$ cat config.mk
export PLATFORM = sky130hd
export DESIGN_NAME = mem_stage
export DESIGN_NICKNAME = d
export VERILOG_FILES = /design/src/rtl/mem_stage.sv
export SDC_FILE = /design/constraint.sdc
export NUM_CORES = 1
export LEC_CHECK = 0
export CORE_ASPECT_RATIO = 0.7
export CORE_UTILIZATION = 47
export CTS_CLUSTER_DIAMETER = 80
export CTS_CLUSTER_SIZE = 8
export DETAILED_ROUTE_END_ITERATION = 10
export PLACE_DENSITY_LB_ADDON = 0.05
export SETUP_SLACK_MARGIN = 0.4
export SLEW_MARGIN = 15
export SYNTH_ARGS = -nofsm -noshare
export SYNTH_HDL_FRONTEND = slang
export SYNTH_SLANG_ARGS = --single-unit
$ cat constraint.sdc
create_clock -name clk -period 4.4 [get_ports clk]
set_clock_uncertainty 0.1 [all_clocks]
set_input_delay 0.66 -clock clk [delete_from_list [all_inputs] [get_ports clk]]
set_output_delay 0.66 -clock clk [all_outputs]
set_load 0.1 [all_outputs]
$ cat src/rtl/mem_stage.sv
// rtl/mem_stage.sv - memory-access stage: EX result in, dmem req/ack, formatted writeback pulse out
//
// Purpose:
//   Takes one execute-stage result per in_valid/in_ready handshake. ALU results
//   go straight to writeback one cycle later. Loads and stores hold a request on
//   the dmem req/ack interface until acked, then pulse writeback. The stage
//   accepts nothing while an access is outstanding. The request comes up the
//   cycle after acceptance, and writeback pulses the cycle after ack.
//
// Ports:
//   clk, rst            clock (rising edge), asynchronous active-low reset
//   in_valid/in_ready   EX result handshake; in_ready is high only in IDLE
//   alu_result          effective address for loads/stores, otherwise the result
//   store_data          rs2 value for stores
//   rd_in, reg_write_in destination register and its write enable
//   mem_we_in/mem_re_in store / load request (both set = store)
//   funct3_in           access size and sign
//   dmem_*              word-aligned request, lane-aligned wdata, byte strobes,
//                       ack with read data in the same cycle
//   wb_valid/wb_we      one-cycle writeback pulse and register write enable
//   wb_rd/wb_data       writeback register and value (held between pulses)
//   misalign            one-cycle flag for a rejected misaligned access
//
// Configuration:
//   MISALIGN_CHECK_EN   when defined, misaligned half/word accesses issue no
//                       request and retire next cycle with misalign=1, wb_we=0.
//                       When undefined, misalign is tied low, word accesses
//                       ignore the offset and half accesses use offset bit 1 only.

module mem_stage #(
  parameter int D_WIDTH = 32,
  parameter int A_WIDTH = 32,
  parameter int RF_SIZE = 5
) (
  input  logic               clk,
  input  logic               rst,
  input  logic               in_valid,
  output logic               in_ready,
  input  logic [D_WIDTH-1:0] alu_result,
  input  logic [D_WIDTH-1:0] store_data,
  input  logic [RF_SIZE-1:0] rd_in,
  input  logic               reg_write_in,
  input  logic               mem_we_in,
  input  logic               mem_re_in,
  input  logic [2:0]         funct3_in,
  output logic               dmem_req,
  output logic               dmem_we,
  output logic [A_WIDTH-1:0] dmem_addr,
  output logic [D_WIDTH-1:0] dmem_wdata,
  output logic [3:0]         dmem_wstrb,
  input  logic               dmem_ack,
  input  logic [D_WIDTH-1:0] dmem_rdata,
  output logic               wb_valid,
  output logic               wb_we,
  output logic [RF_SIZE-1:0] wb_rd,
  output logic [D_WIDTH-1:0] wb_data,
  output logic               misalign
);

  typedef enum logic {IDLE = 1'b0, ACCESS = 1'b1} state_t;

  state_t state, state_next;

  logic               accept;
  logic               is_mem;
  logic               is_store;
  logic               mis;
  logic               rd_wen;
  logic [1:0]         off;
  logic [D_WIDTH-1:0] wdata_fmt;
  logic [3:0]         wstrb_fmt;

  // Load context captured at acceptance; formatting happens on ack.
  logic [2:0]         f3_q;
  logic [1:0]         off_q;
  logic [RF_SIZE-1:0] rd_q;
  logic               wen_q;
  logic               store_q;

  logic [7:0]         lane_byte;
  logic [15:0]        lane_half;
  logic [D_WIDTH-1:0] load_fmt;

  assign in_ready = (state == IDLE);
  assign accept   = in_valid && in_ready;
  assign is_mem   = mem_we_in || mem_re_in;
  assign is_store = mem_we_in;
  assign off      = alu_result[1:0];
  assign rd_wen   = reg_write_in && (rd_in != '0);

  // Store lane formatting. Only funct3 000/001 are narrow; everything else is a word.
  always_comb begin
    wdata_fmt = store_data;
    wstrb_fmt = 4'b1111;
    case (funct3_in)
      3'b000: begin
        wdata_fmt = {(D_WIDTH/8){store_data[7:0]}};
        wstrb_fmt = 4'b0001 << off;
      end
      3'b001: begin
        wdata_fmt = {(D_WIDTH/16){store_data[15:0]}};
        wstrb_fmt = off[1] ? 4'b1100 : 4'b0011;
      end
      default: ;
    endcase
    if (!is_store) wstrb_fmt = 4'b0000;
  end

  // Misalignment: stores size by the full funct3, loads by funct3[1:0]
  // (so LBU/LHU share the byte/half rules and 11x are word loads).
  always_comb begin
    mis = 1'b0;
`ifdef MISALIGN_CHECK_EN
    if (is_mem) begin
      if (is_store) begin
        case (funct3_in)
          3'b000:  mis = 1'b0;
          3'b001:  mis = off[0];
          default: mis = |off;
        endcase
      end else begin
        case (funct3_in[1:0])
          2'b00:   mis = 1'b0;
          2'b01:   mis = off[0];
          default: mis = |off;
        endcase
      end
    end
`endif
  end

  always_comb begin
    case (off_q)
      2'd0:    lane_byte = dmem_rdata[7:0];
      2'd1:    lane_byte = dmem_rdata[15:8];
      2'd2:    lane_byte = dmem_rdata[23:16];
      default: lane_byte = dmem_rdata[31:24];
    endcase
    lane_half = off_q[1] ? dmem_rdata[31:16] : dmem_rdata[15:0];
    case (f3_q)
      3'b000:  load_fmt = {{(D_WIDTH-8){lane_byte[7]}}, lane_byte};
      3'b100:  load_fmt = {{(D_WIDTH-8){1'b0}}, lane_byte};
      3'b001:  load_fmt = {{(D_WIDTH-16){lane_half[15]}}, lane_half};
      3'b101:  load_fmt = {{(D_WIDTH-16){1'b0}}, lane_half};
      default: load_fmt = dmem_rdata;
    endcase
  end

  always_ff @(posedge clk or negedge rst) begin
    if (!rst) state <= IDLE;
    else      state <= state_next;
  end

  always_comb begin
    state_next = state;
    case (state)
      IDLE:    if (accept && is_mem && !mis) state_next = ACCESS;
      ACCESS:  if (dmem_ack) state_next = IDLE;
      default: state_next = IDLE;
    endcase
  end

  always_ff @(posedge clk or negedge rst) begin
    if (!rst) begin
      dmem_req   <= 1'b0;
      dmem_we    <= 1'b0;
      dmem_addr  <= '0;
      dmem_wdata <= '0;
      dmem_wstrb <= 4'b0000;
      wb_valid   <= 1'b0;
      wb_we      <= 1'b0;
      wb_rd      <= '0;
      wb_data    <= '0;
      misalign   <= 1'b0;
      f3_q       <= 3'b000;
      off_q      <= 2'b00;
      rd_q       <= '0;
      wen_q      <= 1'b0;
      store_q    <= 1'b0;
    end else begin
      wb_valid <= 1'b0;
      wb_we    <= 1'b0;
      misalign <= 1'b0;
      if (state == IDLE) begin
        if (accept) begin
          if (is_mem && !mis) begin
            dmem_req   <= 1'b1;
            dmem_we    <= is_store;
            dmem_addr  <= {alu_result[A_WIDTH-1:2], 2'b00};
            dmem_wdata <= wdata_fmt;
            dmem_wstrb <= wstrb_fmt;
            f3_q       <= funct3_in;
            off_q      <= off;
            rd_q       <= rd_in;
            wen_q      <= rd_wen && !is_store;
            store_q    <= is_store;
          end else begin
            // ALU result, or a rejected misaligned access retiring without a write.
            wb_valid <= 1'b1;
            wb_we    <= rd_wen && !mis;
            wb_rd    <= rd_in;
            wb_data  <= alu_result;
            misalign <= mis;
          end
        end
      end else if (dmem_ack) begin
        dmem_req <= 1'b0;
        wb_valid <= 1'b1;
        wb_we    <= wen_q;
        wb_rd    <= rd_q;
        if (!store_q) wb_data <= load_fmt;
      end
    end
  end

endmodule

### Yosys cells after proc, flatten, opt, wreduce, memory -nomap -nowiden

Index checks and enable logic that the tools add are counted.

* register bits: 119
* input port bits: 111
* logic and storage cells: 72

* equal/unequal tests: 9
* shift-type cells: 1
* mux-type cells: 31
* bitwise gates (word level): 1
* reduce and logical (&&, ||, !) cells: 16

Operators by type and width (count)
* $mux 32: 5
* $pmux 32 s4: 1
* $pmux 32 s2: 1
* $pmux 8 s3: 1
* $mux 5: 4
* $mux 16: 1
* $mux 1: 14
* $reduce_and 3->1: 3
* $mux 4: 2
* $pmux 4 s2: 1
* $eq 3x1->1 const B: 2
* $eq 3x3->1 const B: 2
* $logic_not 3->1: 2
* $ne 2x2->1 const B: 3
* $reduce_bool 5->1: 1
* $logic_and 1x1->1: 4
* $reduce_and 4->1: 1
* $reduce_bool 2->1: 2
* $shl 1x2->4 const A: 1
* $eq 2x1->1 const B: 1
* $eq 2x2->1 const B: 1
* $logic_not 2->1: 1
* $pmux 1 s2: 1
* $logic_not 1->1: 1
* 2 further kinds: 2

### Longest topological paths before layout

* depth after elaboration: 6
* mapped depth: 7
* gate-level depth less buffers: 4

### Least setup slack after synthesis

No wires, ideal clock.

* path kind: flip-flop to output port
* start: register state
* end: output in_ready
* arrival: 1.550 ns
* slack: 2.090 ns
* stages on the path, launching flop included: 3
* cell sequence: dfrtp_1 inv_1 clkbuf_1

* word-level cells in the longest chain between the ends: 1

RTL lines
* start, declared: line 62 `state_t state, state_next;`
* start signal, assigned: line 151 `else state <= state_next;`
* $not 1->1 (no source line)
* end, declared: line 38 `output logic in_ready,`

Every way passes these cells.

### Worst setup path in the final report

Ends and elaborated chain as after synthesis.

==> results.md <==
- The count of final hold-check violations came to 0.
- The multi-input gate area in the final layout is around 2500 µm².
- In this run, synthesis produced a sequential element count of 119.
- For the finished layout, the period the worst path requires is just under 3 ns.
- After detailed routing, the average wire length per cell comes to about 19 µm.
- After detailed routing, the total wire length is 17000 µm.
- The number of standard cells after synthesis is around 530.
- The worst-case IR drop observed on VDD is roughly 0.00053 V.
- TritonCTS built the clock tree.
- Routability-driven placement finished with a final weighted congestion of ~0.84.
- Yosys attributes the largest share of cell area to sky130_fd_sc_hd__dfrtp_1 53%, sky130_fd_sc_hd__mux2_2 11%, sky130_fd_sc_hd__mux2i_1 7.1%, sky130_fd_sc_hd__o21ai_0 4.3%, sky130_fd_sc_hd__nand2_1 4.3%.
- The layout-stage area growth over the synthesis result is 50.8%.
- The number of top-level pins is between 200 and 250.
- Setup violations remaining at the end of the flow were counted as 0.
- The most used flip-flop cell after synthesis is sky130_fd_sc_hd__dfrtp_1.
- The die is 93.9 µm tall.
- Summing over every cut layer, the via total after detailed routing is just under 5000.
- The post-synth design cell area is 5670 µm².
- For this run, the register share of the synthesized area comes to 0.526.
- The placed wire-length estimate after detailed placement is approximately 12000 µm.
- The number of global-route vias before repair is approximately 5000.
- The unique cell type count in the Yosys netlist is 40.
- The arrival time of data at the critical path endpoint is about 2.2 ns.
- The average instance in the mapped netlist occupies about 11 µm².
- The post-route worst setup slack is roughly 1.5 ns.
- Across the run, the number of max-cap violations was 0.
- For this design, the CTS-stage hold fixing added 0 buffers.
- In this run the worst path has a maximum fanout of 23.
- The worst setup path is captured at a primary output.
- The count of input and output buffers is between 200 and 250.
- The die covers about 13000 µm².
- Summed over all failing endpoints, the final setup total negative slack is 0 ns.
- The number of cells in the finished layout apart from fillers is 904.
- Summed over all instances, the cell type with the most area after synthesis is sky130_fd_sc_hd__dfrtp_1.
- The number of synthesized flops with an enable pin is 0.
- Based on the critical path, the design can be clocked at up to 0.344 GHz.
- The filler cell count is 857.
- The detail route stage leaves a number of antenna-violating nets equal to 0.
- The initial utilization of the core area, before any placement, comes to 0.483.
- The net count reported at finish is 845.
- The share of layout cells above drive strength 1 is 0.143.
- At the pin with the least slew margin, the transition time is 1.03 ns.
- Summed over all layers, the global routing overflow is 0.
- 0 antenna diodes ended up in the layout.
- The total area inside the core boundary comes to approximately 12000 µm².
- After synthesis, the share of flip-flops with an asynchronous set or reset is 1.00.
- The tree built by TritonCTS fans out to 119 sinks.
- Buffers inserted during clock tree synthesis total 17.
- The tightest min-delay check is of the in2async type.
- Entering global routing, the biggest net connects 57 pins.
- The initial antenna violation count is 0.
- The total count of max-transition violations in the final report came to 0.
- For this design the ratio of total power to cell area is between 700 and 800 nW/µm².
- Setup repair after global routing left no endpoint under its margin.
- For this run, design rule violations remaining after detail routing come to 0.
- The total of warnings raised by yosys is 0.
- The wire length of the first global-routing pass is about 27000 µm.
- The global router's overall resource usage is 0.284.
- The worst setup path is launched from a flop.
- The flow ran to the end, and the final reports show no timing, DRC or antenna violations.
- Clock-pin slew was measured on the worst setup and hold paths at roughly 0.060 ns.
- The required time at the worst-slack endpoint is between 3 and 4 ns.
- CTS built an H-tree with a depth of 4.
- The first routing iteration left around 250 violations.
- The number of post-CTS setup repair buffers is 0.
- The fraction of post-synthesis cell area in the top cell type by area is 0.526.
- In the synthesized netlist, the cells that appear most often are 119 x sky130_fd_sc_hd__dfrtp_1, 65 x sky130_fd_sc_hd__nand2_1, 54 x sky130_fd_sc_hd__mux2_2, 49 x sky130_fd_sc_hd__o21ai_0, 40 x sky130_fd_sc_hd__mux2i_1.
- Before antenna repair, the detailed router went through 7 iterations.
- Among all cell types in the netlist, the one instantiated most often is sky130_fd_sc_hd__dfrtp_1.
- The floorplan row count is 33.
- For the worst-skew pair, the clock arrives at the later sink with an insertion delay of 0.41 ns.
- The maximum root-to-sink buffer count is 2.
- The detailed-route vias per instance is 5.44.
- Once placement completed, the tool counted placed cells totaling 872.
- The total power consumption of the routed design is 6.76 mW.
- In this run the clock root is driven by a sky130_fd_sc_hd__clkbuf_16.
- At the end of the flow the core is filled with cells to 0.729.
- The floorplan die width is 133 µm.
- The tightest slew margin relative to the limit is 0.312.
- The number of instances resized during post-cts repair is 0.
- At the placement stage, the worst setup path has a slack of around 1.2 ns.
- In the finished design, the share of the clock period the worst path needs comes to 0.660.
- The storage element area is between 2000 and 3000 µm².
- The leakage component of the power is 3.53 nW.
- The classification of the worst setup path is reg2out.
## stage by stage
stage / hold slack (ns) / instance area [µm²]
3_3_place_gp: 0.363 / 7930
6_report: 0.127 / 8550
2_1_floorplan: 0.264 / 5670
4_1_cts: 0.146 / 8550
3_5_place_dp: 0.367 / 7930
5_1_grt: 0.173 / 8550
## state kept, by name, summed over array words and instances (netlist names)
name        flops
dmem_addr      30
state           1
dmem_req        1
dmem_wstrb      4
store_q         1
wb_valid        1
wb_rd           5
wen_q           1
off_q           2
dmem_wdata     32
rd_q            5
f3_q            3
wb_data        32
wb_we           1
## per-layer routing
layer	up-vias	track usage	wire (µm)
met5	-	0	0
met4	0	0.0805	212
met3	17	0.0809	1500
met2	210	0.431	7630
met1	2393	0.398	7690
li1	2295	-	-
## layout by cell type, fill, tap and decap left out, drive strengths merged, types with 3 or more instances in the layout
cell type / instances
nor3: 21
nor2b: 7
nand2: 66
a211oi: 20
conb: 3
dfrtp: 119
nand3: 4
inv: 13
mux2: 54
o22ai: 12
a32o: 3
mux2i: 40
buf: 10
a22oi: 7
a21oi: 11
nor2: 37
a21o: 6
clkbuf: 18
bufinv: 3
o21ai: 50
nand2b: 6
a221oi: 7
clkdlybuf4s50: 216
## report_power, final
group          internal (mW)  switching, mW  total (mW)
Clock                  0.908          0.544        1.45
Sequential              1.42          0.228        1.64
Combinational          0.880           2.79        3.67
## final timing paths
path | from | endpoint | slack (ns) | cells after the start
worst max-delay path | state | in_ready | 1.49 | 2
worst min-delay path | rst | wb_valid | 0.13 | 1
worst max register to register | state | wb_data[13] | 1.71 | 4
worst min register to register | wen_q | wen_q | 0.38 | 2
max in group asynchronous | rst | wb_data[20] | 3.11 | 2
min in group clk | wen_q | wen_q | 0.38 | 2
## critical path, cell delays in order (launching register included)
cell and delay, ns:
sky130_fd_sc_hd__dfrtp_1 0.88, sky130_fd_sc_hd__inv_1 0.48, sky130_fd_sc_hd__buf_4 0.38
## cells by family (layout without fill, tap and decap cells)
| logic type | Yosys count | count (layout) | synth area share |
|---|---|---|---|
| compound gates | 119 | 119 | 0.136 |
| buf+inv | 43 | 263 | 0.0386 |
| flops | 119 | 119 | 0.526 |
| mux | 94 | 94 | 0.178 |
| other cells | 1 | 3 | 0.000662 |
| simple gates | 149 | 149 | 0.121 |
## final cells by class
| type | count | area share |
|---|---|---|
| clock buffers | 18 | 0.0502 |
| repair buffers | 226 | 0.263 |
| inverters | 5 | 0.00220 |
| multi-input cells | 365 | 0.291 |
| clock inverters | 14 | 0.0218 |
| well taps | 157 | 0.0230 |
| flip-flops and latches | 119 | 0.348 |
(Power assumes the default switching activity.)
